==> config.mk <==
export PLATFORM = sky130hd
export DESIGN_NAME = vdac_fade_ctrl
export DESIGN_NICKNAME = d
export VERILOG_FILES = /design/src/rtl/vdac_fade_ctrl.sv
export SDC_FILE = /design/constraint.sdc
export NUM_CORES = 1
export LEC_CHECK = 0
export BUFFER_PORTS_ARGS = -buffer_cell sky130_fd_sc_hd__buf_2
export CAP_MARGIN = 15
export CORE_MARGIN = 2
export CORE_UTILIZATION = 63
export DETAILED_ROUTE_END_ITERATION = 12
export GPL_ROUTABILITY_DRIVEN = 0
export PLACE_DENSITY = 0.87
export SKIP_CTS_REPAIR_TIMING = 1
export SLEW_MARGIN = 40
export SYNTH_ARGS = -nofsm -noshare
export SYNTH_HDL_FRONTEND = slang
export SYNTH_SLANG_ARGS = --single-unit
==> constraint.sdc <==
create_clock -name clk -period 8.9 [get_ports clk]
set_input_delay 0.89 -clock clk [delete_from_list [all_inputs] [get_ports clk]]
set_output_delay 0.89 -clock clk [all_outputs]
set_load 0.1 [all_outputs]
==> src/rtl/vdac_fade_ctrl.sv <==
// Frame-synchronous brightness fader and DAC mode sequencer in front of the video DAC.
// Scales 5-bit RGB by a 0..16 level that steps on vsync rises; mode changes apply at vsync.
module vdac_fade_ctrl #(
  parameter int FRAME_CNT_W = 4
) (
  input  logic                   clk,
  input  logic                   rst_n,
  input  logic [4:0]             vred_in,
  input  logic [4:0]             vgrn_in,
  input  logic [4:0]             vblu_in,
  input  logic                   hsync_in,
  input  logic                   vsync_in,
  input  logic                   cfg_start,
  input  logic                   cfg_dir,
  input  logic [FRAME_CNT_W-1:0] cfg_rate,
  input  logic                   cfg_mode_wr,
  input  logic                   cfg_mode,
  output logic                   busy,
  output logic                   done,
  output logic [4:0]             level,
  output logic [4:0]             vred_raw,
  output logic [4:0]             vgrn_raw,
  output logic [4:0]             vblu_raw,
  output logic                   vdac_mode,
  output logic                   hsync_o,
  output logic                   vsync_o
);

  typedef enum logic {S_IDLE, S_RUN} state_t;

  state_t                 r_state, w_state_nxt;
  logic                   r_vsync_d;
  logic                   r_dir_q;
  logic                   r_done;
  logic                   r_pend_valid;
  logic                   r_pend_mode;
  logic                   r_mode;
  logic [FRAME_CNT_W-1:0] r_rate_q;
  logic [FRAME_CNT_W-1:0] r_fcnt;
  logic [4:0]             r_level;
  logic [4:0]             w_level_step;
  logic [4:0]             w_run_tgt;
  logic [4:0]             w_start_tgt;
  logic                   w_tick;
  logic                   w_step;
  logic                   w_fade_end;
  logic                   w_start_go;
  logic                   w_start_noop;

  function automatic logic [4:0] scale(input logic [4:0] c, input logic [4:0] l);
    logic [8:0] p;
    p = {4'd0, c} * {4'd0, l};
    return 5'(p >> 4);
  endfunction

  assign w_tick       = vsync_in & ~r_vsync_d;
  assign w_start_tgt  = cfg_dir ? 5'd16 : 5'd0;
  assign w_run_tgt    = r_dir_q ? 5'd16 : 5'd0;
  assign w_level_step = r_dir_q ? r_level + 5'd1 : r_level - 5'd1;
  assign w_step       = (r_state == S_RUN) & w_tick & (r_fcnt == r_rate_q);
  assign w_fade_end   = w_step & (w_level_step == w_run_tgt);
  assign w_start_go   = (r_state == S_IDLE) & cfg_start & (r_level != w_start_tgt);
  assign w_start_noop = (r_state == S_IDLE) & cfg_start & (r_level == w_start_tgt);

  always_ff @(posedge clk or negedge rst_n) begin
    if (!rst_n) begin
      r_state <= S_IDLE;
    end else begin
      r_state <= w_state_nxt;
    end
  end

  always_comb begin
    w_state_nxt = r_state;
    case (r_state)
      S_IDLE:  if (w_start_go) w_state_nxt = S_RUN;
      S_RUN:   if (w_fade_end) w_state_nxt = S_IDLE;
      default: w_state_nxt = S_IDLE;
    endcase
  end

  always_comb begin
    busy      = (r_state == S_RUN);
    done      = r_done;
    level     = r_level;
    vdac_mode = r_mode;
  end

  // A start in the same cycle as a tick takes priority, so that tick is never counted.
  always_ff @(posedge clk or negedge rst_n) begin
    if (!rst_n) begin
      r_done   <= 1'b0;
      r_dir_q  <= 1'b0;
      r_rate_q <= '0;
      r_fcnt   <= '0;
      r_level  <= 5'd16;
    end else begin
      r_done <= w_start_noop | w_fade_end;
      if (w_start_go) begin
        r_dir_q  <= cfg_dir;
        r_rate_q <= cfg_rate;
        r_fcnt   <= '0;
      end else if ((r_state == S_RUN) && w_tick) begin
        if (w_step) begin
          r_fcnt  <= '0;
          r_level <= w_level_step;
        end else begin
          r_fcnt <= r_fcnt + 1'b1;
        end
      end
    end
  end

  // A write coinciding with the tick bypasses the pending register.
  always_ff @(posedge clk or negedge rst_n) begin
    if (!rst_n) begin
      r_mode       <= 1'b0;
      r_pend_mode  <= 1'b0;
      r_pend_valid <= 1'b0;
    end else if (w_tick) begin
      if (cfg_mode_wr) begin
        r_mode <= cfg_mode;
      end else if (r_pend_valid) begin
        r_mode <= r_pend_mode;
      end
      r_pend_valid <= 1'b0;
    end else if (cfg_mode_wr) begin
      r_pend_mode  <= cfg_mode;
      r_pend_valid <= 1'b1;
    end
  end

  always_ff @(posedge clk or negedge rst_n) begin
    if (!rst_n) begin
      r_vsync_d <= 1'b0;
      vred_raw  <= '0;
      vgrn_raw  <= '0;
      vblu_raw  <= '0;
      hsync_o   <= 1'b0;
      vsync_o   <= 1'b0;
    end else begin
      r_vsync_d <= vsync_in;
      vred_raw  <= scale(vred_in, r_level);
      vgrn_raw  <= scale(vgrn_in, r_level);
      vblu_raw  <= scale(vblu_in, r_level);
      hsync_o   <= hsync_in;
      vsync_o   <= vsync_in;
    end
  end

endmodule

# Word level (Yosys, flattened, before mapping)
# Index checks and enable logic that the tools add are counted.
[op_classes] n_addsub=3 mul=3 eq_ne=4 mux=13 bitwise=12 reduce_logical=7
[op_table] op="$mul A5 B5 Y9" n=3
[op_table] op="$mux W5" n=3
[op_table] op="$mux W4" n=3
[op_table] op="$eq A5 B5 Y1" n=2
[op_table] op="$and A1 B1 Y1" n=7
[op_table] op="$mux W1" n=6
[op_table] op="$reduce_bool A2 Y1" n=3
[op_table] op="$add A5 B1 Y5 const B" n=1
[op_table] op="$ne A5 B5 Y1" n=1
[op_table] op="$sub A5 B1 Y5 const B" n=1
[op_table] op="$add A4 B1 Y4 const B" n=1
[op_table] op="$eq A4 B4 Y1" n=1
[op_table] op="$not A1 Y1" n=4
[op_table] op="$reduce_and A2 Y1" n=2
[op_table] op="$reduce_and A3 Y1" n=1
[op_table] op="$pmux W1 S2" n=1
[op_table] op="$logic_and A1 B1 Y1" n=1
[op_table] op="$or A1 B1 Y1" n=1
[totals] reg_bits=36 wordCells=56

# Depth between registers and ports, before layout
[depth] ltp_word=7 ltp_mapped=13 mapped_depth_nobuf=11

# Worst setup path before layout
# No wires, ideal clock.
[synth_timing] path_type="reg-to-reg" startpoint="register r_level[4], in the netlist level[4]" endpoint="register vred_raw[3]" setup_time_ns=0.123 arrival_time_ns=3.982 setup_slack_ns=4.796 path_stages_with_launch=13 path_buffers=2 period_less_slack_ns=4.104 cell_sequence="dfstp_2 buf_4 clkbuf_1 nand2_1 fa_1 fa_1 fa_1 inv_1 ha_1 nand4_1 o2111ai_1 a21oi_1 xnor2_1"
[synth_via] elab_chain_len=1
[synth_rtl] element="from (decl)" line_no="40" source="logic [4:0] r_level;"
[synth_rtl] element="from (signal assigned)" line_no="106" source="r_level <= w_level_step;"
[synth_rtl] element="$mul A5 B5 Y9" line_no="52" source="p = {4'd0, c} * {4'd0, l};"
[synth_rtl] element="to (signal assigned)" line_no="143" source="vred_raw <= scale(vred_in, r_level);"
[synth_rtl] element="to (decl)" line_no="21" source="output logic [4:0] vred_raw,"
# No other way between the ends.
# A chain may end at the register's enable or synchronous reset.

# Worst setup path in the final report
[layout_timing] startpoint="register r_level[4], in the netlist level[4]" endpoint="register vgrn_raw[3]"
[layout_via] elab_chain_len=1
[layout_rtl] element="$mul A5 B5 Y9" line_no="52"
[layout_rtl] element="to (signal assigned)" line_no="144" source="vgrn_raw <= scale(vgrn_in, r_level);"
[layout_rtl] element="to (decl)" line_no="22" source="output logic [4:0] vgrn_raw,"
# No other way between the ends.

==> impl_metrics.csv <==
group,metric,value,unit
routing,routed_wl,6618,um
synthesis,synth-seq-area-share,26.62,%
global_route,first_global_vias,2605,
global_route,grtUsageMet1,30.47,%
setup_path,rr_startpoint,"level[4]$_DFFE_PN1P_",
min_path,min_to,"r_dir_q$_DFFE_PN0P_",
sta,post-route-min-period,3.796,ns
synthesis,synth_edf_count,0,
min_path,hp-start,"r_dir_q$_DFFE_PN0P_",
cells_and_area,final_cell_mix,"ha_1, buf_2, and2_1, dfrtp_1, nand2_1",
setup_path,crit_path_top_delay_cell,"dfstp_2",
setup_path,arrival,3.98,ns
synthesis,syn_area,3388,um2
synthesis,async_flop_share,100.0,%
floorplan,die-height,77.34,um
synthesis,avgSynthCellArea,9.965,um2
sta,slew-limit-headroom,51.82,%
placed_design,hpwlAfterDp,5078,um
global_route,grt_pass1_wl,11680,um
sta,timing.final.crit_share,42.65,%
placed_design,port_buffers,51,
setup_path,startpoint_type,"flop",
clocking,cts_tree,"done",
global_route,top_usage_layer,"met2",
run_status,outcome,"completed",
placed_design,pre_cts_ws,4.961,ns
routing,via_count,2564,
sta,fin_skew,0.003004,ns
floorplan,core,5140,um2
setup_path,path_class,"reg -> reg",
floorplan,chipWidth,77.34,um
global_route,grt_use_met2,42.96,%
setup_path,rr_worst_depth,10,
setup_path,cp_data_required_time,9.09,ns
sta,finalSetupViolCount,0,
floorplan,start_util,65.92,%
min_path,holdPathStages,1,
global_route,gr-usage-all-layers,24.43,%
routing,viasPerCell,5.550,
sta,fin_tns_setup,0,ns
clocking,clk_pin_slew,0.07,ns
cells_and_area,fin_nets,490,
sta,final-hold-violation-count,0,
synthesis,synth_warnings,0,
clocking,cts_made_buffers,5,
setup_path,r2r_setup_slack,5.10,ns
setup_path,cp_common_cell,"fa_1",
sta,worstMarginPinSlew,0.7227,ns
sta,rsz0062_at_grt,"false",
sta,whs,0.5243,ns
clocking,insertion_delay,0.29,ns
sta,slew_violations,0,
routing,wire_per_inst,14.32,um
clocking,cts_root_buffer,"clkbuf_8",
clocking,clockBufferDepth,2,
global_route,grt_antenna_before_repair,0,
synthesis,synth_cells,340,
global_route,grt_use_met3,3.721,%
routing,drc,0,
routing,drt_iter0_drc,102,
routing,ant_nets,0,
synthesis,ys_seq_elements,36,
sta,max_freq,263.4,MHz
setup_path,rr_endpoint,"vgrn_raw[3]$_DFF_PN0_",
min_path,hp-class,"reg -> reg",
cells_and_area,antenna_cells,0,
synthesis,ys.flop_type,"dfrtp_1",
cells_and_area,postLayoutCoreUtil,74.05,%
synthesis,syn-num-nets,439,
floorplan,dieArea,5981,um2
clocking,cts_htree_levels,2,
setup_path,cp_max_fo,19,
floorplan,io_pins,52,
setup_path,crit_path_end_kind,"flop",
setup_path,slowest_delay,0.77,ns
cells_and_area,drive_above_1_share,18.62,%
synthesis,ys_types,37,
global_route,grt_overflow,0,
sta,layout_setup_ws,5.104,ns
job,cap_violations,0,
clocking,cts.sinks,36,
routing,drt-pass1-iter-count,4,
setup_path,path_cells,"nand2_1 -> fa_1 -> fa_1 -> fa_1 -> inv_1 -> ha_1 -> nand4_1 -> o2111ai_1 -> a21oi_1 -> xnor2_1",
floorplan,rows,26,
global_route,grt_max_degree,37,
cells_and_area,area_delta_synth_final,12.33,%
-- per-stage QoR --
| step | cells | instance area, um2 |
|---|---|---|
| finish | 462 | 3806 |
| global route | 462 | 3806 |
| CTS | 462 | 3804 |
| detailed placement | 454 | 3692 |
| global placement | 454 | 3692 |
| floorplan | 340 | 3388 |
-- flip-flops by register name, summed over array words and instances (netlist names), 4 cells and up --
signal / cells
level: 5
r_fcnt: 4
r_rate_q: 4
vblu_raw: 5
vgrn_raw: 5
vred_raw: 5
-- synth_stat cells (all sizes together), types with 6 or more instances --
master	instances	share of area (%)
ha	50	18
and2	42	7.8
dfrtp	35	26
nand2	32	3.5
inv	27	3.0
xnor2	24	6.2
fa	22	13
nor2	20	2.3
a21oi	11	1.6
xor2	10	2.6
mux2	9	3.5
nand4	7	1.3
nor3	7	1.2
nand3	6	0.89
-- critical path: cells and delay by family, from the launching register on --
family / cells / cell delay, ns
XOR/XNOR: 1 / 0.13
buffers and inverters: 1 / 0.05
adder cells (fa/ha/maj): 4 / 1.95
flip-flops: 1 / 0.77
AO/OA/AOI/OAI: 2 / 0.49
AND/OR/NAND/NOR: 2 / 0.30
-- final cells by class --
cell class,count,area [um2]
multi-input cells,270,2346
fillers,398,1334
flip-flops and latches,36,902.1
repair buffers,51,257.7
inverters,27,101.3
well taps,70,87.58
clock buffers,5,68.82
clock inverters,3,42.54
-- worst max-delay path by stage --
| stage | startpoint | to | slack [ns] | cells after the start |
|---|---|---|---|---|
| floorplan | level[4]$_DFFE_PN1P_ | vred_raw[3]$_DFF_PN0_ | 4.80 | 12 |
| global placement | vred_in[0] | vred_raw[4]$_DFF_PN0_ | 5.06 | 11 |
| detailed placement | vgrn_in[0] | vgrn_raw[3]$_DFF_PN0_ | 4.96 | 11 |
| CTS | level[4]$_DFFE_PN1P_ | vgrn_raw[3]$_DFF_PN0_ | 5.14 | 10 |
| global route | level[4]$_DFFE_PN1P_ | vgrn_raw[3]$_DFF_PN0_ | 4.91 | 10 |
| finish | level[4]$_DFFE_PN1P_ | vgrn_raw[3]$_DFF_PN0_ | 5.10 | 10 |
-- logic make-up (layout without fill, tap and decap cells) --
logic type,after synthesis,in the layout,synth area share (%)
DFF,36,36,26.62
and+or+nand+nor,125,125,19.65
buffers and inverters,34,86,4.136
adders and majority gates,72,72,31.46
muxes,9,9,3.545
AOI/OAI and AO/OA,30,30,5.798
xor gates and xnor gates,34,34,8.789
-- routing by layer --
metal  wire, um  share of wire (%)  vias up
met5          0                  0        -
met3        302                4.6       13
met1       2841                 43     1223
met2       3356                 51       78
met4        119                1.8        0
li1           -                  -     1250
Power is left out: the tool's default activity adds up to more than one toggle a clock period on the data nets, which glitch-free logic cannot reach.
